### src/rtl/tx_flit_arbiter_pkg.sv
// Shared types for the NoC transmit arbiter: flit header layout and source ids.
package tx_flit_arbiter_pkg;

  typedef enum logic [1:0] {
    HEAD   = 2'd0,
    BODY   = 2'd1,
    TAIL   = 2'd2,
    SINGLE = 2'd3
  } flit_type_t;

  typedef enum logic [1:0] {
    SRC_ACK  = 2'd0,
    SRC_RETX = 2'd1,
    SRC_FWD  = 2'd2,
    SRC_CPU  = 2'd3
  } tx_src_t;

  localparam int FLIT_PAYLOAD_W = 30;

  typedef struct packed {
    flit_type_t                flit_type;
    logic [FLIT_PAYLOAD_W-1:0] payload;
  } flit_t;

  function automatic flit_type_t flit_type_of(flit_t f);
    return f.flit_type;
  endfunction

  // Round-robin successor among the packet sources 1..3.
  function automatic tx_src_t rr_next(tx_src_t s);
    return (s == SRC_CPU) ? SRC_RETX : tx_src_t'(s + 2'd1);
  endfunction

endpackage

### src/rtl/tx_flit_arbiter_rr_pick3.sv
// Combinational round-robin picker over the three packet sources (1..3).
module rr_pick3
  import tx_flit_arbiter_pkg::*;
(
  input  logic [3:1] vld_i,
  input  tx_src_t    rr_ptr_i,
  output tx_src_t    grant_o,
  output logic       grant_any_o
);

  tx_src_t ord [3];

  always_comb begin
    case (rr_ptr_i)
      SRC_FWD: ord = '{SRC_FWD, SRC_CPU, SRC_RETX};
      SRC_CPU: ord = '{SRC_CPU, SRC_RETX, SRC_FWD};
      default: ord = '{SRC_RETX, SRC_FWD, SRC_CPU};
    endcase
  end

  // Scan from lowest priority up so the first valid in order wins.
  always_comb begin
    grant_o     = SRC_RETX;
    grant_any_o = 1'b0;
    for (int k = 2; k >= 0; k--) begin
      if (vld_i[ord[k]]) begin
        grant_o     = ord[k];
        grant_any_o = 1'b1;
      end
    end
  end

endmodule

### src/rtl/tx_flit_arbiter.sv
// Transmit scheduler: ack priority between packets, packet lock with timeout,
// round-robin over retx/fwd/cpu, one-deep registered output stage.
module tx_flit_arbiter
  import tx_flit_arbiter_pkg::*;
#(
  parameter int LOCK_TIMEOUT = 64
) (
  input  logic       nocclk,
  input  logic       rst,
  input  flit_t      ack_flit,
  input  logic       ack_flit_valid,
  output logic       ack_flit_ready,
  input  flit_t      retx_flit,
  input  logic       retx_flit_valid,
  output logic       retx_flit_ready,
  input  flit_t      fwd_flit,
  input  logic       fwd_flit_valid,
  output logic       fwd_flit_ready,
  input  flit_t      cpu_flit,
  input  logic       cpu_flit_valid,
  output logic       cpu_flit_ready,
  output flit_t      flit_out,
  output logic       flit_out_valid,
  input  logic       flit_out_ready,
  output logic [1:0] locked_src,
  output logic       busy,
  output logic       lock_timeout,
  output logic       protocol_error
);

  localparam int CW = $clog2(LOCK_TIMEOUT + 1);
  localparam logic [0:0] ST_IDLE   = 1'b0;
  localparam logic [0:0] ST_LOCKED = 1'b1;

  logic [0:0]    state_q, state_d;
  tx_src_t       lsrc_q, lsrc_d;
  tx_src_t       rr_q, rr_d;
  logic [CW-1:0] cnt_q, cnt_d;
  flit_t         out_q, out_d;
  logic          out_vld_q, out_vld_d;
  logic          perr_q, perr_d;
  logic          tmo_q, tmo_d;

  flit_t [3:0]   in_flit;
  logic  [3:0]   in_vld, in_rdy;
  tx_src_t       rr_gnt, sel;
  logic          rr_any, sel_vld, accept_ok, accept, fwd;
  flit_t         acc_flit;
  flit_type_t    acc_type;

  assign in_flit = {cpu_flit, fwd_flit, retx_flit, ack_flit};
  assign in_vld  = {cpu_flit_valid, fwd_flit_valid, retx_flit_valid, ack_flit_valid};

  rr_pick3 u_pick (
    .vld_i       (in_vld[3:1]),
    .rr_ptr_i    (rr_q),
    .grant_o     (rr_gnt),
    .grant_any_o (rr_any)
  );

  assign accept_ok = (!out_vld_q || flit_out_ready) && !rst;

  // A held lock shadows everything, including ack.
  always_comb begin
    sel     = rr_gnt;
    sel_vld = rr_any;
    if (state_q == ST_LOCKED) begin
      sel     = lsrc_q;
      sel_vld = in_vld[lsrc_q];
    end else if (ack_flit_valid) begin
      sel     = SRC_ACK;
      sel_vld = 1'b1;
    end
  end

  assign accept   = sel_vld && accept_ok;
  assign in_rdy   = accept ? 4'(4'b1 << sel) : 4'b0;
  assign {cpu_flit_ready, fwd_flit_ready, retx_flit_ready, ack_flit_ready} = in_rdy;
  assign acc_flit = in_flit[sel];
  assign acc_type = flit_type_of(acc_flit);

  always_comb begin
    state_d = state_q;
    lsrc_d  = lsrc_q;
    rr_d    = rr_q;
    cnt_d   = cnt_q;
    perr_d  = 1'b0;
    tmo_d   = 1'b0;
    fwd     = 1'b0;
    if (accept && sel != SRC_ACK) rr_d = rr_next(sel);
    if (state_q == ST_IDLE) begin
      if (accept) begin
        unique case (acc_type)
          SINGLE: fwd = 1'b1;
          HEAD: begin
            fwd = 1'b1;
            if (sel == SRC_ACK) perr_d = 1'b1;
            else begin
              state_d = ST_LOCKED;
              lsrc_d  = sel;
              cnt_d   = '0;
            end
          end
          default: perr_d = 1'b1;
        endcase
      end
    end else if (accept) begin
      fwd   = 1'b1;
      cnt_d = '0;
      if (acc_type != BODY) state_d = ST_IDLE;
      if (acc_type == HEAD || acc_type == SINGLE) perr_d = 1'b1;
    end else if (!in_vld[lsrc_q]) begin
      // Only an absent source counts; output backpressure never times out.
      if (cnt_q == CW'(LOCK_TIMEOUT - 1)) begin
        state_d = ST_IDLE;
        tmo_d   = 1'b1;
        cnt_d   = '0;
      end else begin
        cnt_d = cnt_q + 1'b1;
      end
    end
  end

  always_comb begin
    out_d     = out_q;
    out_vld_d = out_vld_q;
    if (fwd) begin
      out_d     = acc_flit;
      out_vld_d = 1'b1;
    end else if (flit_out_ready) begin
      out_vld_d = 1'b0;
    end
  end

  always_ff @(posedge nocclk or posedge rst) begin
    if (rst) begin
      state_q   <= ST_IDLE;
      lsrc_q    <= SRC_ACK;
      rr_q      <= SRC_RETX;
      cnt_q     <= '0;
      out_q     <= '0;
      out_vld_q <= 1'b0;
      perr_q    <= 1'b0;
      tmo_q     <= 1'b0;
    end else begin
      state_q   <= state_d;
      lsrc_q    <= lsrc_d;
      rr_q      <= rr_d;
      cnt_q     <= cnt_d;
      out_q     <= out_d;
      out_vld_q <= out_vld_d;
      perr_q    <= perr_d;
      tmo_q     <= tmo_d;
    end
  end

  assign flit_out       = out_q;
  assign flit_out_valid = out_vld_q;
  assign busy           = (state_q == ST_LOCKED);
  assign locked_src     = lsrc_q;
  assign lock_timeout   = tmo_q;
  assign protocol_error = perr_q;

endmodule

### config.mk
export PLATFORM = sky130hd
export DESIGN_NAME = tx_flit_arbiter
export DESIGN_NICKNAME = d
export VERILOG_FILES = /design/src/rtl/tx_flit_arbiter_pkg.sv /design/src/rtl/tx_flit_arbiter_rr_pick3.sv /design/src/rtl/tx_flit_arbiter.sv
export SDC_FILE = /design/constraint.sdc
export NUM_CORES = 1
export LEC_CHECK = 0
export ABC_AREA = 0
export CAP_MARGIN = 20
export CORE_AREA = 5 5 115 95
export CTS_CLUSTER_SIZE = 25
export DETAILED_ROUTE_END_ITERATION = 6
export DIE_AREA = 0 0 120 100
export PLACE_DENSITY = 0.76
export SLEW_MARGIN = 20
export SYNTH_ARGS = -nofsm -noshare
export SYNTH_HDL_FRONTEND = slang
export SYNTH_SLANG_ARGS = --single-unit
export TNS_END_PERCENT = 1
### constraint.sdc
create_clock -name nocclk -period 3.2 [get_ports nocclk]
set_clock_uncertainty 0.15 [all_clocks]
set_input_delay 0.48 -clock nocclk [delete_from_list [all_inputs] [get_ports nocclk]]
set_output_delay 0.48 -clock nocclk [all_outputs]
set_load 0.02 [all_outputs]
==> results of run 1 <==
## synth_stat cells, types with 5 or more instances
master,number
a21oi_1,7
mux2i_1,33
clkbuf_1,13
a221oi_2,32
nand2b_1,7
nor2_1,42
nand2_1,12
and3_1,33
a211oi_1,32
dfrtp_1,46
nand3_1,5
ha_1,8
and2_1,6
a21o_1,5
## what timing repair did
action	CTS	global route
pin swaps	1	2
setup buffers	0	3
gates resized for setup	9	11
cloned	0	2
endpoints found under the setup margin	36	32
## area by class of cell
cell class	count	area, um^2
Clock buffer	5	125
Clock inverter	3	67.6
Fill cell	806	3740
Inverter	6	25.0
Multi-Input combinational cell	254	2090
Sequential cell	47	1180
Tap cell	119	149
Timing Repair Buffer	221	2190
## logic make-up after synthesis
family	Yosys count	synth area share, %
buffers and inverters	32	5.23
AOI/OAI and AO/OA	91	27.4
muxes	35	10.8
and+or+nand+nor	120	18.7
DFF	47	34.9
adders and majority gates	8	2.97
## metrics by stage
stage / utilization, % / cell area, um^2 / setup WS [ps] / hold WS, ps / setup TNS (ps)
floorplan: - / 3370 / 111 / 322 / 0
global placement: 57.4 / 5490 / -185 / 343 / -5830
detailed placement: 57.4 / 5490 / -359 / 356 / -10820
CTS: 59.7 / 5710 / 24.4 / 372 / 0
global route: 60.9 / 5830 / -33.4 / 428 / -321
finish: 60.9 / 5830 / 145 / 374 / 0
## final timing paths
check	startpoint	end	slack [ps]	depth (start not counted)
worst max-delay path	ack_flit_valid	flit_out[14]	140	13
worst min-delay path	cnt_q[6]	cnt_q[6]	370	1
worst max register to register	busy	flit_out[14]	180	11
worst min register to register	cnt_q[6]	cnt_q[6]	370	1
max in group asynchronous	rst	cnt_q[0]	1850	3
min in group asynchronous	rst	flit_out[5]	600	3
## sequential cells by signal, summed over array words and instances (netlist names)
register	count
busy	1
cnt_q	7
flit_out	32
flit_out_valid	1
lock_timeout	1
locked_src	2
protocol_error	1
rr_q	2
## metal layers
layer / wire length [um] / part of all wire (%) / global-route usage (%) / vias to the layer above
met2: 5730 / 49 / 32.7 / 133
met5: 0 / 0 / 0 / -
met3: 946 / 8.0 / 5.63 / 14
met1: 4940 / 42 / 23.2 / 1640
li1: - / - / - / 1687
met4: 143 / 1.2 / 3.70 / 0
## power groups by stage
stage	Sequential, mW	Combinational [mW]	Clock [mW]
6_report	1.05	3.49	0.681
5_1_grt	1.09	3.77	0.712
4_1_cts	1.04	3.35	0.694
3_5_place_dp	1.04	3.34	0
3_3_place_gp	1.04	3.27	0
2_1_floorplan	1.30	1.78	0
==> results.md, run 1 <==
- Status: completed
- Pleak: around 2.4 nW
- Core Region: 0.00957 mm^2
- Most frequent cells in the layout: clkdlybuf4s50_1, dfrtp_1, nor2_1
- Gpl congestion: approximately 0.87
- Delay-heaviest family, CP: buffers and inverters
- CP Class: input port to flop
- Initial Utilization: between 30% and 40%
- Post-Syn Instances: around 330
- Avg Cell Area, Syn: 10.1 um^2
- Cell Chain, Critical Path: clkdlybuf4s50_1 -> nor2_4 -> o221ai_4 -> nand2_4 -> mux2i_4 -> a21o_1 -> ha_1 -> nand2b_1 -> o2111ai_4 -> nor2_4 -> buf_4 -> clkbuf_16 -> a221oi_2
- CTS tree: yes
- CTS root buf: clkbuf_16
- N_diodes: 0
- NetSw: between 2 and 2.5 mW
- Peak Freq: between 0.3 and 0.4 GHz
- # rows: 32
- Synth area leader: dfrtp_1
- PortBufs: between 150 and 200
- Pwr dens: between 800 and 900 mW/mm^2
- Residual DRC: 0
- Drt first-iter violations: about 120
- Area of the die: approximately 0.012 mm^2
- Total Wirelength: 11,800 um
- Setup violators final: 0
- Routed wire per std cell: around 18 um
- Initial antenna violation count: 0
- Pin count of the biggest net entering global routing: 50
- Synth top area share: 34.1%
- Int Pwr: just over 3 mW
- Synthesized area: roughly 0.0034 mm^2
- Die Height: about 100 um
- Nets: about 680
- Clock power share: 13.0%
- H-Tree Depth: 2
- Slowest-stage cell, CP: clkdlybuf4s50_1
- Post-CTS Hold Fix Bufs: 0
- Worst Hold Class: flop to flop
- Total vias in the final route: around 3.5k
- Via/cell ratio: between 5 and 6
- Cell mode on critical path: nor2_4
- CP endpoint kind: flop
- Share of post-route cells with drive strength above 1: about 20%
- Slew Limit Fails: 0
- Post-synth cell types: 43
- Switch share: a little over two fifths
- Power Total: 5.22 mW
- Final Critical Period: ~3100 ps
- Max incr delay on CP: around 470 ps
- Hold Violations, Final: 0
- Comb power frac: 66.9%
- Clock sink count: 47
- Most common cell after layout, fill and taps aside: clkdlybuf4s50_1
- Area growth syn-to-layout: 72.8%
- Worst-path clk slew: 60 ps
- First-pass detailed-route iteration total: 4
- GRT Overall Usage: between 10% and 20%
- Slew HR: roughly 56%
- Clock Tree Buf Depth: 2
- Dpl cells: 642
- CP Data Arrival Time: a little over 3000 ps
- Die Wd: approximately 120 um
- Worst-Skew Late Latency: 290 ps
- Vias in the first global route: 3,667
- # Max-Cap Violations: 0
- Top post-synthesis cells by area: dfrtp_1, a221oi_2, mux2i_1
- Flops & latches, synth: between 40 and 50
- Ys Warns: 0
- Buf/Inv on CP: 3
- Hpwl dp: between 9000 and 10,000 um
- Post-synth ARST share: 100%
- Grt ovf: 0
- I/O Pins: ~180
- Required @ worst endpoint: between 3000 and 4000 ps
- Seq/Total Area, Yosys: between 30% and 40%
- Most used DFF post-synth: dfrtp_1
- Critical path startpoint category: input port
- Total CTS buffers: 5
- Final worst-path cycle share: 95.5%
- First-pass GRT wire length: 18,400 um
- Fin cells: 655
- Synthesized Nets: between 400 and 500
- Post-synth EDFFs: 0
- Sequential power share: about a fifth
- CP max FO: 14
- VDD IR-drop max: 0.000365 V
- Slew @ Worst Pin: about 660 ps
- Antenna Nets Post-Route: 0
Power figures use the tool's default switching activity.
==> run 2, diff against run 1 <==
Settings changed: ABC_CLOCK_PERIOD_IN_PS from default to 3200.
==> results of run 2 <==
The final DEF is identical to that of run 1; final timing and power are the same.
